==> src/rtl/jt12_op_sched.sv <==
// Operator slot sequencer: walks 4*num_ch slots (S1,S3,S2,S4 groups) and issues a registered
// control word per slot, with modulator selects decoded from the channel algorithm.
module jt12_op_sched #(
  parameter int num_ch = 6
) (
  input  logic       clk,
  input  logic       rst,
  input  logic       clk_en,
  output logic [2:0] ch,
  input  logic [2:0] alg_in,
  input  logic [2:0] fb_in,
  output logic [4:0] slot,
  output logic       s1_enters,
  output logic       s2_enters,
  output logic       s3_enters,
  output logic       s4_enters,
  output logic       zero,
  output logic       xuse_prevprev1,
  output logic       xuse_prev2,
  output logic       xuse_internal,
  output logic       yuse_prev1,
  output logic       yuse_prev2,
  output logic       yuse_internal,
  output logic [2:0] fb_II
);

  localparam logic [2:0] LAST_CH   = 3'(num_ch - 1);
  localparam logic [4:0] LAST_SLOT = 5'(4 * num_ch - 1);

  // r_grp counts operator groups in issue order: 0=S1, 1=S3, 2=S2, 3=S4
  logic [4:0] r_cnt;
  logic [2:0] r_ch;
  logic [1:0] r_grp;
  logic [2:0] r_fb;

  logic w_x_pp1, w_x_p2, w_x_int;
  logic w_y_p1, w_y_p2, w_y_int;

  assign ch = r_ch;

  always_comb begin
    w_x_pp1 = 1'b0;
    w_x_p2  = 1'b0;
    w_x_int = 1'b0;
    w_y_p1  = 1'b0;
    w_y_p2  = 1'b0;
    w_y_int = 1'b0;
    case (r_grp)
      2'd0: begin
        w_x_pp1 = 1'b1;
        w_y_p1  = 1'b1;
      end
      2'd1: begin
        w_x_p2  = (alg_in <= 3'd2);
        w_y_p1  = (alg_in == 3'd1);
        w_x_pp1 = (alg_in == 3'd5);
      end
      2'd2: begin
        w_y_p1 = (alg_in == 3'd0) || (alg_in == 3'd3) || (alg_in == 3'd4) ||
                 (alg_in == 3'd5) || (alg_in == 3'd6);
      end
      default: begin
        w_y_int = (alg_in == 3'd0) || (alg_in == 3'd1) || (alg_in == 3'd4);
        w_x_int = (alg_in == 3'd2);
        w_x_p2  = (alg_in == 3'd3);
        w_y_p1  = (alg_in == 3'd5);
      end
    endcase
  end

  always_ff @(posedge clk) begin
    if (rst) begin
      r_cnt          <= 5'd0;
      r_ch           <= 3'd0;
      r_grp          <= 2'd0;
      r_fb           <= 3'd0;
      slot           <= 5'd0;
      s1_enters      <= 1'b0;
      s2_enters      <= 1'b0;
      s3_enters      <= 1'b0;
      s4_enters      <= 1'b0;
      zero           <= 1'b0;
      xuse_prevprev1 <= 1'b0;
      xuse_prev2     <= 1'b0;
      xuse_internal  <= 1'b0;
      yuse_prev1     <= 1'b0;
      yuse_prev2     <= 1'b0;
      yuse_internal  <= 1'b0;
      fb_II          <= 3'd0;
    end else if (clk_en) begin
      slot           <= r_cnt;
      s1_enters      <= (r_grp == 2'd0);
      s3_enters      <= (r_grp == 2'd1);
      s2_enters      <= (r_grp == 2'd2);
      s4_enters      <= (r_grp == 2'd3);
      zero           <= (r_cnt == 5'd0);
      xuse_prevprev1 <= w_x_pp1;
      xuse_prev2     <= w_x_p2;
      xuse_internal  <= w_x_int;
      yuse_prev1     <= w_y_p1;
      yuse_prev2     <= w_y_p2;
      yuse_internal  <= w_y_int;
      // fb is captured alongside the control word, then delayed once more for stage II
      r_fb           <= fb_in;
      fb_II          <= r_fb;
      r_cnt          <= (r_cnt == LAST_SLOT) ? 5'd0 : r_cnt + 5'd1;
      if (r_ch == LAST_CH) begin
        r_ch  <= 3'd0;
        r_grp <= r_grp + 2'd1;
      end else begin
        r_ch  <= r_ch + 3'd1;
      end
    end
  end

endmodule

==> config.mk <==
export PLATFORM = sky130hd
export DESIGN_NAME = jt12_op_sched
export DESIGN_NICKNAME = d
export VERILOG_FILES = /design/src/rtl/jt12_op_sched.sv
export SDC_FILE = /design/constraint.sdc
export NUM_CORES = 1
export LEC_CHECK = 0
export CELL_PAD_IN_SITES_DETAIL_PLACEMENT = 0
export CELL_PAD_IN_SITES_GLOBAL_PLACEMENT = 1
export CORE_ASPECT_RATIO = 0.9
export CORE_MARGIN = 2
export CORE_UTILIZATION = 33
export DETAILED_ROUTE_END_ITERATION = 8
export PLACE_DENSITY_LB_ADDON = 0.2
export SETUP_SLACK_MARGIN = 0.15
export SYNTH_ARGS = -nofsm -noshare
export SYNTH_HDL_FRONTEND = slang
export SYNTH_SLANG_ARGS = --single-unit
==> constraint.sdc <==
create_clock -name clk -period 1.2 [get_ports clk]
set_input_delay 0.24 -clock clk [delete_from_list [all_inputs] [get_ports clk]]
set_output_delay 0.24 -clock clk [all_outputs]
set_load 0.01 [all_outputs]
# Yosys cells after proc, flatten, opt, wreduce, memory -nomap -nowiden
# Index checks and enable logic that the tools add are counted.
word_totals:
  register_bits: 31
  inputBits: 9
  out_inout_bits: 22
  elab_cells: 50
classes:
  addsub: 3
  n_lt_le_gt_ge: 1
  n_eq_ne: 11
  muxes: 7
  reduce_logical: 12
ops:
  columns: ["cell", "n"]
  rows:
  - ["$eq 3x3->1 const B", 4]
  - ["$eq 3x2->1 const B", 2]
  - ["$logic_or 1x1->1", 6]
  - ["$add 5x1->5 const B", 1]
  - ["$eq 5x5->1 const B", 1]
  - ["$logic_not 5->1", 1]
  - ["$mux 5", 1]
  - ["$eq 2x2->1 const B", 2]
  - ["$pmux 1 s2", 2]
  - ["$add 3x1->3 const B", 1]
  - ["$eq 3x1->1 const B", 1]
  - ["$le 3x2->1 const B", 1]
  - ["$logic_not 3->1", 1]
  - ["$mux 3", 1]
  - ["$pmux 1 s3", 1]
  - ["$reduce_or 3->1", 1]
  - ["$add 2x1->2 const B", 1]
  - ["$eq 2x1->1 const B", 1]
  - ["$logic_not 2->1", 1]
  - ["$mux 1", 2]
  - ["$reduce_and 2->1", 1]
  - ["$reduce_or 2->1", 1]

# Longest topological paths before layout
# Gate-level depths: netlist of the first run.
depth:
  word_depth: 6
  depth_mapped: 6

# Worst setup path before layout of the first run
# OpenSTA, ideal clock, no wires.
synth_path:
  path_type: "register to register"
  start: "register r_grp[0]"
  end: "register yuse_prev1"
  setup_ps: 128
  arrival_ps: 1042
  slack_ps: 30
  stages_incl_launch_ff: 5
  n_path_buf: 0
  cell_sequence: "dfxtp_1 > inv_1 > ha_1 > a2111oi_2 > a21oi_2"
synth_via:
  elab_chain_len: 2
  word_cells_on_any_way: 4
  classes_between: "eq/ne (2); mux (1); reduce/logical (1)"
synth_lines:
  columns: ["item", "line", "text"]
  rows:
  - ["start: declaration", "33", "logic [1:0] r_grp;"]
  - ["start signal: assignment", "109", "r_grp <= r_grp + 2'd1;"]
  - ["$eq 2x2->1, or another cell as far along", "48", "case (r_grp)"]
  - ["$pmux 1 s3 *", "48", null]
  - ["end signal: assignment", "100", "yuse_prev1 <= w_y_p1;"]
  - ["end: declaration", "21", "output logic yuse_prev1,"]
# Mark *: on every way between the ends. The rest lies on a longest branch, timed or not.
# A chain may end at the register's enable or synchronous reset.

# Final worst setup path of the first run
layout_path:
  start: "register r_grp[1]"
  end: "register yuse_prev1"
# Same word-level chain as after synthesis.

==> metrics.md, run 1 <==
| Metric | Value |
|---|---|
| Fmax | 871 MHz |
| CTS Buf Count | 5 |
| Total clock sinks | 31 |
| Final setup slack of the worst path | about 50 ps |
| Hold_buf cts | 0 |
| Skew final | 5.08 ps |
| Comb power frac | 12.5% |
| Vias per cell | between 4 and 5 |
| Vias in the first global route | around 1200 |
| CP bufs+invs | 2 |
| RePlAce Congestion | a little under 0.8 |
| Finished Layout Cells | between 200 and 250 |
| Net Switching | ~0.54 mW |
| EDFF count, synth | 0 |
| CP max-delay cell | dfxtp_4 |
| WP data arrival | ~1300 ps |
| Mapped Cells | roughly 150 |
| Initial DRC count | a little under 80 |
| Final instance area | 0.00204 mm2 |
| Placed insts | 230 |
| Via count | roughly 1200 |
| Post-synth ARST share | 0% |
| Register area share after synthesis | ~46% |
| Shortest clock period the worst path allows after layout | approximately 1100 ps |
| RSZ-0062 raised after global routing | true |
| Share of post-route cells with drive strength above 1 | 46.4% |
| DIE WIDTH | 71.5 um |
| Core Region | between 0.004 and 0.005 mm2 |
| Status | finished, final reports clean |
| Crit path capture type | flop |
| DP Worst Slack | -346 ps |
| Fillers | between 300 and 400 |
| Placed cell area | ~0.0018 mm2 |
| Total track usage | between 15 and 20% |
| Internal | about 1.7 mW |
| Worst min-delay path category | flop to flop |
| FP Rows | 22 |
| WS Path Type | flop to flop |
| Crit path capture | yuse_prev1$_SDFFE_PP0P_ |
| Worst setup startpoint | r_grp[1]$_SDFFE_PP0P_ |
| Final nets | about 210 |
| Final Hold Fails | 0 |
| Largest net degree at the start of global routing | 25 |
| CP dominant cell by count | inv_4 |
| Number of diodes | 0 |
| Total grt overflow | 0 |
| Worst VDD drop | around 0.001 V |
| Pre-Repair DR Iteration Count | 2 |
| # H-tree levels | 2 |
| CP Data Required Time | 1360 ps |
| Total of max-cap violations | 0 |
| Worst r2r dst | yuse_prev1$_SDFFE_PP0P_ |
| Area grow syn2layout | 50.8% |
| Die Span Y | 64.8 um |
| Startpoint Class | flop |
| Initial antenna violation count | 0 |
| Post-route antenna net violation count | 0 |
| First-pass GRT wire length | around 5500 um |
| Number of remaining DRC errors | 0 |
| Die footprint | 0.00463 mm2 |
| Fin crit share | a little over nine tenths |
| Mapped Area | roughly 0.0014 mm2 |
| CP Cell Sequence | inv_4 -> ha_4 -> inv_4 -> nor3b_4 -> a2111oi_4 -> a21oi_2 |
| Worst-path clk slew | 70 ps |
| Root Buffer | clkbuf_8 |
| Total power | approximately 2.3 mW |
| Synth unique cells | 31 |
| WP depth | 6 |
| CTS tree | built |
| Average cell area after synthesis | roughly 9.3 um2 |
| Switching part of the total power | approximately a quarter |
| LEAKAGE | between 0.8 and 0.9 nW |
| Final setup violation count | 0 |
| Clock share of power | between 30 and 40% |
| Port bufs | 29 |
| WL/cell | between 10 and 15 um |
| Worst R2R Setup Slack | between 50 and 60 ps |
| Worst Reg-to-Reg Cells | 6 |
| Ports | 31 |
| Power Density | about 1100 mW/mm2 |
| Slowest stage delay, CP | between 300 and 400 ps |
| Ys Warns | 0 |
| HPWL after DPL | approximately 2200 um |
| Primary FF master, synth | dfxtp_1 |
| Clock Latency Late Sink | approximately 280 ps |
| Synth Register Bits | 31 |
| Max Slew Vio Count | 0 |
| Total Neg Setup Slack | 0 ps |
| Worst reg2reg startpoint | r_grp[1]$_SDFFE_PP0P_ |
| Total Wirelength | between 3000 and 4000 um |
| Clock Path Buffers | 2 |
| Flop pwr share | a little under half |
| CP delay by family, top | flip-flops |
| Post-synth net total | 161 |
| CP Max Fanout | 4 |
| Initial Util | about 34% |
cells in the final DEF, fill, tap and decap left out, drive strengths merged, types with 2 or more instances in the layout:
cell,synthesis,layout
clkbuf,3,8
nand4b,2,2
ha,7,7
clkdlybuf4s50,0,4
mux2i,16,16
nor3,3,3
inv,6,6
a21oi,10,10
dlygate4sd2,0,4
buf,5,42
nand2,10,10
nor2,26,26
nor3b,3,3
o21ai,2,2
nand3,4,4
xnor2,2,2
dfxtp,31,31
a211oi,2,2
metal layers:
| metal | vias to the layer above | track usage, % | part of all wire (%) |
|---|---|---|---|
| met4 | 0 | 5.66 | 0.94 |
| met1 | 543 | 18.5 | 45 |
| met2 | 13 | 26.0 | 51 |
| li1 | 592 | - | - |
| met5 | - | 0 | 0 |
| met3 | 4 | 4.35 | 2.7 |
power groups by stage:
| stage | registers, mW | logic, mW | clock network [mW] |
|---|---|---|---|
| floorplan | 1.12 | 0.117 | 0 |
| global placement | 1.11 | 0.259 | 0 |
| detailed placement | 1.11 | 0.266 | 0 |
| CTS | 1.09 | 0.258 | 0.922 |
| global route | 1.09 | 0.310 | 0.970 |
| finish | 1.09 | 0.284 | 0.895 |
logic make-up (layout without fill, tap and decap cells):
kind of cell             count (synthesis)  after routing  synth area share, %
XOR/XNOR                                 3              3                 1.94
AND/OR/NAND/NOR                         53             53                 18.7
buffers and inverters                   14             65                 4.90
AO/OA/AOI/OAI                           20             20                 10.1
multiplexers                            16             16                 11.8
adder cells (fa/ha/maj)                  7              7                 6.47
other                                    1              1                0.277
flip-flops                              31             31                 45.8
area by class of cell:
| type | instances | area, um2 | area share, % |
|---|---|---|---|
| clock buffer | 8 | 100 | 4.90 |
| multi-input combinational | 100 | 825 | 40.4 |
| timing repair buffer | 51 | 379 | 18.6 |
| tap | 48 | 60.1 | 2.94 |
| sequential | 31 | 648 | 31.7 |
| inverter | 6 | 30.0 | 1.47 |
worst min path at each step:
stage                                from                         end  slack [ps]  cells past startpoint
5_1_grt           xuse_prev2$_SDFFE_PP0P_     xuse_prev2$_SDFFE_PP0P_         500                      2
6_report       yuse_internal$_SDFFE_PP0P_  yuse_internal$_SDFFE_PP0P_         460                      2
2_1_floorplan                    fb_in[0]        r_fb[0]$_SDFFE_PP0P_         390                      2
3_3_place_gp   yuse_internal$_SDFFE_PP0P_  yuse_internal$_SDFFE_PP0P_         450                      2
4_1_cts        yuse_internal$_SDFFE_PP0P_  yuse_internal$_SDFFE_PP0P_         460                      2
3_5_place_dp   yuse_internal$_SDFFE_PP0P_  yuse_internal$_SDFFE_PP0P_         450                      2
worst min-delay path: stages, from the launching register on:
cell	delay, ps
dfxtp_1	310
nand2_1	60
a21oi_1	50
synthesized netlist by cell type (all sizes together) (3+ instances only):
library cell / n / area share [%]
nand2: 10 / 2.8
a21oi: 10 / 4.0
buf: 5 / 2.4
nor3: 3 / 1.1
mux2i: 16 / 12
clkbuf: 3 / 0.83
inv: 6 / 1.7
nand3: 4 / 1.5
nor3b: 3 / 1.7
dfxtp: 31 / 46
nor2: 26 / 7.2
ha: 7 / 6.5
registers in the layout (all words and copies together), names as in the netlist:
signal          cells
yuse_internal       1
s3_enters           1
r_fb                3
xuse_prev2          1
xuse_prevprev1      1
ch                  3
slot                5
s2_enters           1
xuse_internal       1
r_cnt               5
yuse_prev1          1
s4_enters           1
r_grp               2
zero                1
fb_II               3
s1_enters           1
metrics by stage:
step,utilization (%),hold slack (ps)
3_3_place_gp,45.0,451
5_1_grt,50.8,499
4_1_cts,48.5,459
3_5_place_dp,45.0,454
6_report,50.8,459
2_1_floorplan,-,387
what timing repair did:
action,CTS,global route
resized for setup,122,16
endpoints found under the setup margin,49,12
pin swaps,7,8
gates cloned,0,0
setup buffers,1,5
(Power assumes the default switching activity.)
==> run 2, diff against run 1 <==
GPL_TIMING_DRIVEN = 0   (was not set)
==> run 2 against run 1 <==
Compared with the run above:
- first-iteration DRC count fell by 60%
- critical path type unchanged
- setup slack better by 23 ps
- maximum frequency rose by 2.0%
- critical path depth is the same
- largest cell class unchanged
- via count fell by 5.0%
- wire length fell by 9.0%
==> metrics.md, run 2 (synthesized netlist as in run 1, its figures left out) <==
| Metric | Value |
|---|---|
| Status | finished, final reports clean (unchanged) |
| LEAKAGE | 0.786 nW (was 0.881 nW) |
| Largest registers | r_cnt (5), slot (5) (unchanged) |
| Max Slew Vio Count | 0 (unchanged) |
| Fmax | 888 MHz (was 871 MHz) |
| Total Wirelength | 2990 um (was 3280 um) |
| Initial DRC count | 31 (was 78) |
| Worst reg2reg startpoint | r_grp[1]$_SDFFE_PP0P_ (unchanged) |
| Vias in the first global route | 1090 (was 1167) |
| CP Data Required Time | 1360 ps (about the same) |
| Ports | 31 (unchanged) |
| Area grow syn2layout | 32.9% (was 50.8%) |
| Pre-Repair DR Iteration Count | 3 (was 2) |
| CP Cell Sequence | inv_4 -> ha_4 -> inv_4 -> nor3b_4 -> a2111oi_4 -> a21oi_2 (unchanged) |
| WP data arrival | 1290 ps (was 1310 ps) |
| Share of post-route cells with drive strength above 1 | 35.4% (was 46.4%) |
| First-pass GRT wire length | 4910 um (was 5540 um) |
| Total Neg Setup Slack | 0 ps (unchanged) |
| Hold_buf cts | 0 (unchanged) |
| Core Region | 0.00402 mm2 (unchanged) |
| Clock share of power | 35.9% (was 39.5%) |
| Total grt overflow | 0 (unchanged) |
| Met2 wire length | 1480 um (was 1680 um) |
| Switching part of the total power | 24.0% (was 23.7%) |
| Final Util | 44.8% (was 50.8%) |
| Worst-path clk slew | 60 ps (was 70 ps) |
| Highest metal used | met4 (unchanged) |
| WS Path Type | flop to flop (unchanged) |
| Hold wc startpoint | clk_en (was yuse_internal$_SDFFE_PP0P_) |
| Total of max-cap violations | 0 (unchanged) |
| Root Buffer | clkbuf_8 (unchanged) |
| Startpoint Class | flop (unchanged) |
| Total clock sinks | 31 (unchanged) |
| CP dominant cell by count | inv_4 (unchanged) |
| Clock Latency Late Sink | 280 ps (about the same) |
| Placed cell area | 0.00171 mm2 (was 0.00181 mm2) |
| Crit path capture type | flop (unchanged) |
| Initial antenna violation count | 0 (unchanged) |
| Shortest clock period the worst path allows after layout | 1130 ps (was 1150 ps) |
| Worst R2R Setup Slack | 70 ps (was 50 ps) |
| Worst Reg-to-Reg Cells | 6 (unchanged) |
| Worst Hold Path EP | yuse_prev1$_SDFFE_PP0P_ (was yuse_internal$_SDFFE_PP0P_) |
| Via count | 1094 (was 1152) |
| DIE WIDTH | 71.5 um (unchanged) |
| Power Density | 1130 mW/mm2 (was 1110 mW/mm2) |
| CTS Buf Count | 5 (unchanged) |
| Final instance area | 0.00180 mm2 (was 0.00204 mm2) |
| WP depth | 6 (unchanged) |
| Fin crit share | 93.8% (was 95.7%) |
| CP Max Fanout | 5 (was 4) |
| Total track usage | 14.1% (was 15.4%) |
| Comb power frac | 10.6% (was 12.5%) |
| Port bufs | 28 (was 29) |
| Commonest non-fill, non-tap cell in the layout | nor2_1 (unchanged) |
| CP delay by family, top | flip-flops (unchanged) |
| DP Worst Slack | -392 ps (was -346 ps) |
| Fillers | 409 (was 391) |
| Initial Util | 33.7% (unchanged) |
| Final setup slack of the worst path | 74.4 ps (was 51.3 ps) |
| Post-route antenna net violation count | 0 (unchanged) |
| # H-tree levels | 2 (unchanged) |
| Clock Path Buffers | 2 (unchanged) |
| WL met3 | 124 um (was 89 um) |
| Worst VDD drop | 0.000645 V (was 0.000995 V) |
| Most frequent cells in the layout | nor2_1 (26), buf_2 (23), dfxtp_1 (18) (was nor2_1 (25), buf_2 (20), dfxtp_1 (17), buf_4 (17), mux2i_1 (15)) |
| Die Span Y | 64.8 um (unchanged) |
| Internal | 1.55 mW (was 1.73 mW) |
| RSZ-0062 raised after global routing | true (unchanged) |
| CP bufs+invs | 2 (unchanged) |
| Slowest stage delay, CP | 390 ps (was 380 ps) |
| Cell count of the worst hold path | 3 (was 2) |
| FP Rows | 22 (unchanged) |
| RePlAce Congestion | 0.774 (was 0.788) |
| Worst r2r dst | yuse_prev1$_SDFFE_PP0P_ (unchanged) |
| WL/cell | 13.0 um (was 13.5 um) |
| CTS tree | built (unchanged) |
| CP max-delay cell | dfxtp_4 (unchanged) |
| Vias per cell | 4.78 (was 4.72) |
| HPWL after DPL | 2090 um (was 2220 um) |
| Net Switching | 0.488 mW (was 0.537 mW) |
| Final setup violation count | 0 (unchanged) |
| Skew final | 2.71 ps (was 5.08 ps) |
| Die footprint | 0.00463 mm2 (unchanged) |
| Largest net degree at the start of global routing | 11 (was 25) |
| Final nets | 198 (was 211) |
| Worst min-delay path category | input pin to flop (was flop to flop) |
| Flop pwr share | 53.5% (was 48.0%) |
| Number of diodes | 0 (unchanged) |
| Total power | 2.04 mW (was 2.27 mW) |
| Final Hold Fails | 0 (unchanged) |
| WL met1 | 1350 um (was 1480 um) |
| Number of remaining DRC errors | 0 (unchanged) |
run 2: how the worst max path moves through the flow:
stage	slack, ps	startpoint	endpoint
2_1_floorplan	50	r_grp[1]$_SDFFE_PP0P_	yuse_prev1$_SDFFE_PP0P_
5_1_grt	40	r_grp[1]$_SDFFE_PP0P_	yuse_prev1$_SDFFE_PP0P_
4_1_cts	70	r_grp[1]$_SDFFE_PP0P_	yuse_prev1$_SDFFE_PP0P_
6_report	70	r_grp[1]$_SDFFE_PP0P_	yuse_prev1$_SDFFE_PP0P_
3_3_place_gp	-370	alg_in[1]	yuse_prev1$_SDFFE_PP0P_
3_5_place_dp	-390	alg_in[1]	yuse_prev1$_SDFFE_PP0P_
run 2: per-stage QoR:
step,cells,hold WS (ps)
floorplan,145,387
global placement,221,452
detailed placement,221,460
CTS,229,354
global route,229,371
finish,229,359
run 2: power groups by stage:
stage	Sequential (mW)	Combinational [mW]	Clock, mW
finish	1.09	0.216	0.730
global route	1.09	0.240	0.812
CTS	1.09	0.220	0.760
detailed placement	1.11	0.229	0
global placement	1.11	0.225	0
floorplan	1.12	0.117	0
run 2: per-layer routing:
metal  track usage [%]  vias up
li1                  -      564
met1              16.0      511
met5                 0        -
met2              23.8       15
met3              5.60        4
met4              4.95        0
run 2: final cells by class:
class	instances	area, um2	share of cell area, %
sequential	31	647	36.0
buffer	8	47.5	2.64
tap	48	60.1	3.34
inverter	6	30.0	1.67
timing repair buffer	30	190	10.6
multi-input combinational	100	752	41.8
clock buffer	6	72.6	4.03
run 2: repair_timing:
action,CTS,global route
setup endpoints to repair,52,9
resized for setup,119,3
endpoints found under the hold margin,0,0
pin swaps,4,2
setup buffers,2,0
run 2: worst register-to-register path: cells and delay by family, from the launching register on:
family,cells,cell delay (ps)
DFF,1,390
buffers and inverters,2,130
AOI/OAI and AO/OA,2,270
and+or+nand+nor,1,50
adders and majority gates,1,170
==> run 3, diff against run 2 <==
SKIP_LAST_GASP = 1   (was not set)
==> run 3 against run 2 <==
Compared with the run above:
- hold slack about the same
- clock skew about the same
- power about the same
- sequential share of layout area decreased by 0.089 points
- die area unchanged
- non-clock buffer count unchanged
- global-route usage unchanged
- sequential cell count unchanged
- cell count unchanged
==> metrics.md, run 3 (synthesized netlist as in run 1, its figures left out) <==
| Metric | Value |
|---|---|
| Status | finished, final reports clean (unchanged) |
| Port bufs | 28 (unchanged) |
| Crit path capture type | flop (unchanged) |
| Number of diodes | 0 (unchanged) |
| Via count | 1096 (was 1094) |
| Fillers | 410 (was 409) |
| Total track usage | 14.1% (unchanged) |
| Hold wc startpoint | clk_en (unchanged) |
| Max Slew Vio Count | 0 (unchanged) |
| Ports | 31 (unchanged) |
| Number of remaining DRC errors | 0 (unchanged) |
| Commonest non-fill, non-tap cell in the layout | nor2_1 (unchanged) |
| Total of max-cap violations | 0 (unchanged) |
| Share of post-route cells with drive strength above 1 | 35.4% (unchanged) |
| First-pass GRT wire length | 4910 um (unchanged) |
| LEAKAGE | 0.785 nW (was 0.786 nW) |
| Worst min-delay path category | input pin to flop (unchanged) |
| HPWL after DPL | 2090 um (unchanged) |
| Cell count of the worst hold path | 3 (unchanged) |
| Worst-path clk slew | 60 ps (about the same) |
| Multi-input gate area | 752 um2 (unchanged) |
| Final nets | 198 (unchanged) |
| Worst Hold Margin | 358 ps (was 359 ps) |
| # H-tree levels | 2 (unchanged) |
| Clock Latency Late Sink | 280 ps (about the same) |
| Initial DRC count | 21 (was 31) |
| Initial antenna violation count | 0 (unchanged) |
| Fin crit share | 93.5% (was 93.8%) |
| Pre-Repair DR Iteration Count | 3 (unchanged) |
| Final setup violation count | 0 (unchanged) |
| CP Max Fanout | 5 (unchanged) |
| Largest registers | r_cnt (5), slot (5) (unchanged) |
| Area grow syn2layout | 32.7% (was 32.9%) |
| Largest net degree at the start of global routing | 11 (unchanged) |
| Final Hold Fails | 0 (unchanged) |
| Worst r2r dst | yuse_prev1$_SDFFE_PP0P_ (unchanged) |
| Initial Util | 33.7% (unchanged) |
| Worst Reg-to-Reg Cells | 6 (unchanged) |
| Power Density | 1130 mW/mm2 (about the same) |
| WP data arrival | 1280 ps (was 1290 ps) |
| Worst Hold Path EP | yuse_prev1$_SDFFE_PP0P_ (unchanged) |
| RePlAce Congestion | 0.774 (unchanged) |
| FF+latch area | 644 um2 (was 647 um2) |
| Worst R2R Setup Slack | 80 ps (was 70 ps) |
| Die footprint | 0.00463 mm2 (unchanged) |
| Fmax | 891 MHz (was 888 MHz) |
| FP Rows | 22 (unchanged) |
| Hold_buf cts | 0 (unchanged) |
| Skew final | 2.78 ps (was 2.71 ps) |
| Root Buffer | clkbuf_8 (unchanged) |
| WL/cell | 13.0 um (about the same) |
| Most frequent cells in the layout | nor2_1 (26), buf_2 (22), dfxtp_1 (18) (was nor2_1 (26), buf_2 (23), dfxtp_1 (18)) |
| Worst VDD drop | 0.000644 V (was 0.000645 V) |
| Clock Path Buffers | 2 (unchanged) |
| Total Wirelength | 2990 um (about the same) |
| RSZ-0062 raised after global routing | true (unchanged) |
| Total Neg Setup Slack | 0 ps (unchanged) |
| CTS Buf Count | 5 (unchanged) |
| Total clock sinks | 31 (unchanged) |
| CP Data Required Time | 1360 ps (about the same) |
| Total grt overflow | 0 (unchanged) |
| Startpoint Class | flop (unchanged) |
| CTS tree | built (unchanged) |
| DIE WIDTH | 71.5 um (unchanged) |
| Vias per cell | 4.79 (was 4.78) |
| Vias in the first global route | 1090 (unchanged) |
| Die Span Y | 64.8 um (unchanged) |
| Post-route antenna net violation count | 0 (unchanged) |
| Core Region | 0.00402 mm2 (unchanged) |
| WS Path Type | flop to flop (unchanged) |
| Shortest clock period the worst path allows after layout | 1120 ps (was 1130 ps) |
| Worst reg2reg startpoint | r_grp[1]$_SDFFE_PP0P_ (unchanged) |
run 3: report_power, final:
group / total, mW / switching, mW / leakage (nW) / internal, mW
clock network: 0.730 / 0.345 / 0.0371 / 0.385
registers: 1.09 / 0.0285 / 0.259 / 1.06
logic: 0.216 / 0.115 / 0.489 / 0.101
total: 2.04 / 0.489 / 0.785 / 1.55
run 3: metal layers:
layer  wire (um)  track usage [%]
met3         121             5.60
met1        1350             16.0
met4          29             4.95
met5           0                0
met2        1490             23.8
run 3: layout make-up:
type                    instances  area share [%]
flip-flops and latches         31            35.9
plain buffers                   8            2.65
multi-input cells             100            41.9
inverters                       6            1.67
clock buffers                   6            4.04
well taps                      48            3.34
repair buffers                 30            10.6
run 3: worst max-delay path by stage:
stage                     slack [ps]  cells after the start                 endpoint                   from
after detailed placement        -390                      5  yuse_prev1$_SDFFE_PP0P_              alg_in[1]
after floorplan                   50                      6  yuse_prev1$_SDFFE_PP0P_  r_grp[1]$_SDFFE_PP0P_
after CTS                         -6                      1                    ch[0]     ch[0]$_SDFFE_PP0P_
after global routing              40                      6  yuse_prev1$_SDFFE_PP0P_  r_grp[1]$_SDFFE_PP0P_
after global placement          -370                      5  yuse_prev1$_SDFFE_PP0P_              alg_in[1]
final                             80                      6  yuse_prev1$_SDFFE_PP0P_  r_grp[1]$_SDFFE_PP0P_
run 3: repair_timing:
item | in CTS | in global routing
pin swaps | 4 | 3
endpoints found under the setup margin | 52 | 10
resized for setup | 116 | 4
hold endpoints to repair | 0 | 0
setup buffers | 2 | 0
gates cloned | 0 | 0
run 3: through the flow:
| stage | instances | power (mW) | utilization [%] | cell area [um2] | worst slack (ps) |
|---|---|---|---|---|---|
| after floorplan | 145 | 1.24 | - | 1370 | 54.6 |
| after global placement | 221 | 1.34 | 42.5 | 1710 | -366 |
| after detailed placement | 221 | 1.34 | 42.5 | 1710 | -392 |
| after CTS | 229 | 2.07 | 44.7 | 1800 | -6.50 |
| after global routing | 229 | 2.15 | 44.7 | 1800 | 36.4 |
| final | 229 | 2.04 | 44.7 | 1800 | 77.6 |
run 3: worst max-delay path: stages, from the launching register on:
cell       delay [ps]
dfxtp_4           390
inv_4              60
ha_4              170
inv_4              70
nor3b_4            50
a2111oi_4         200
a21oi_2            70
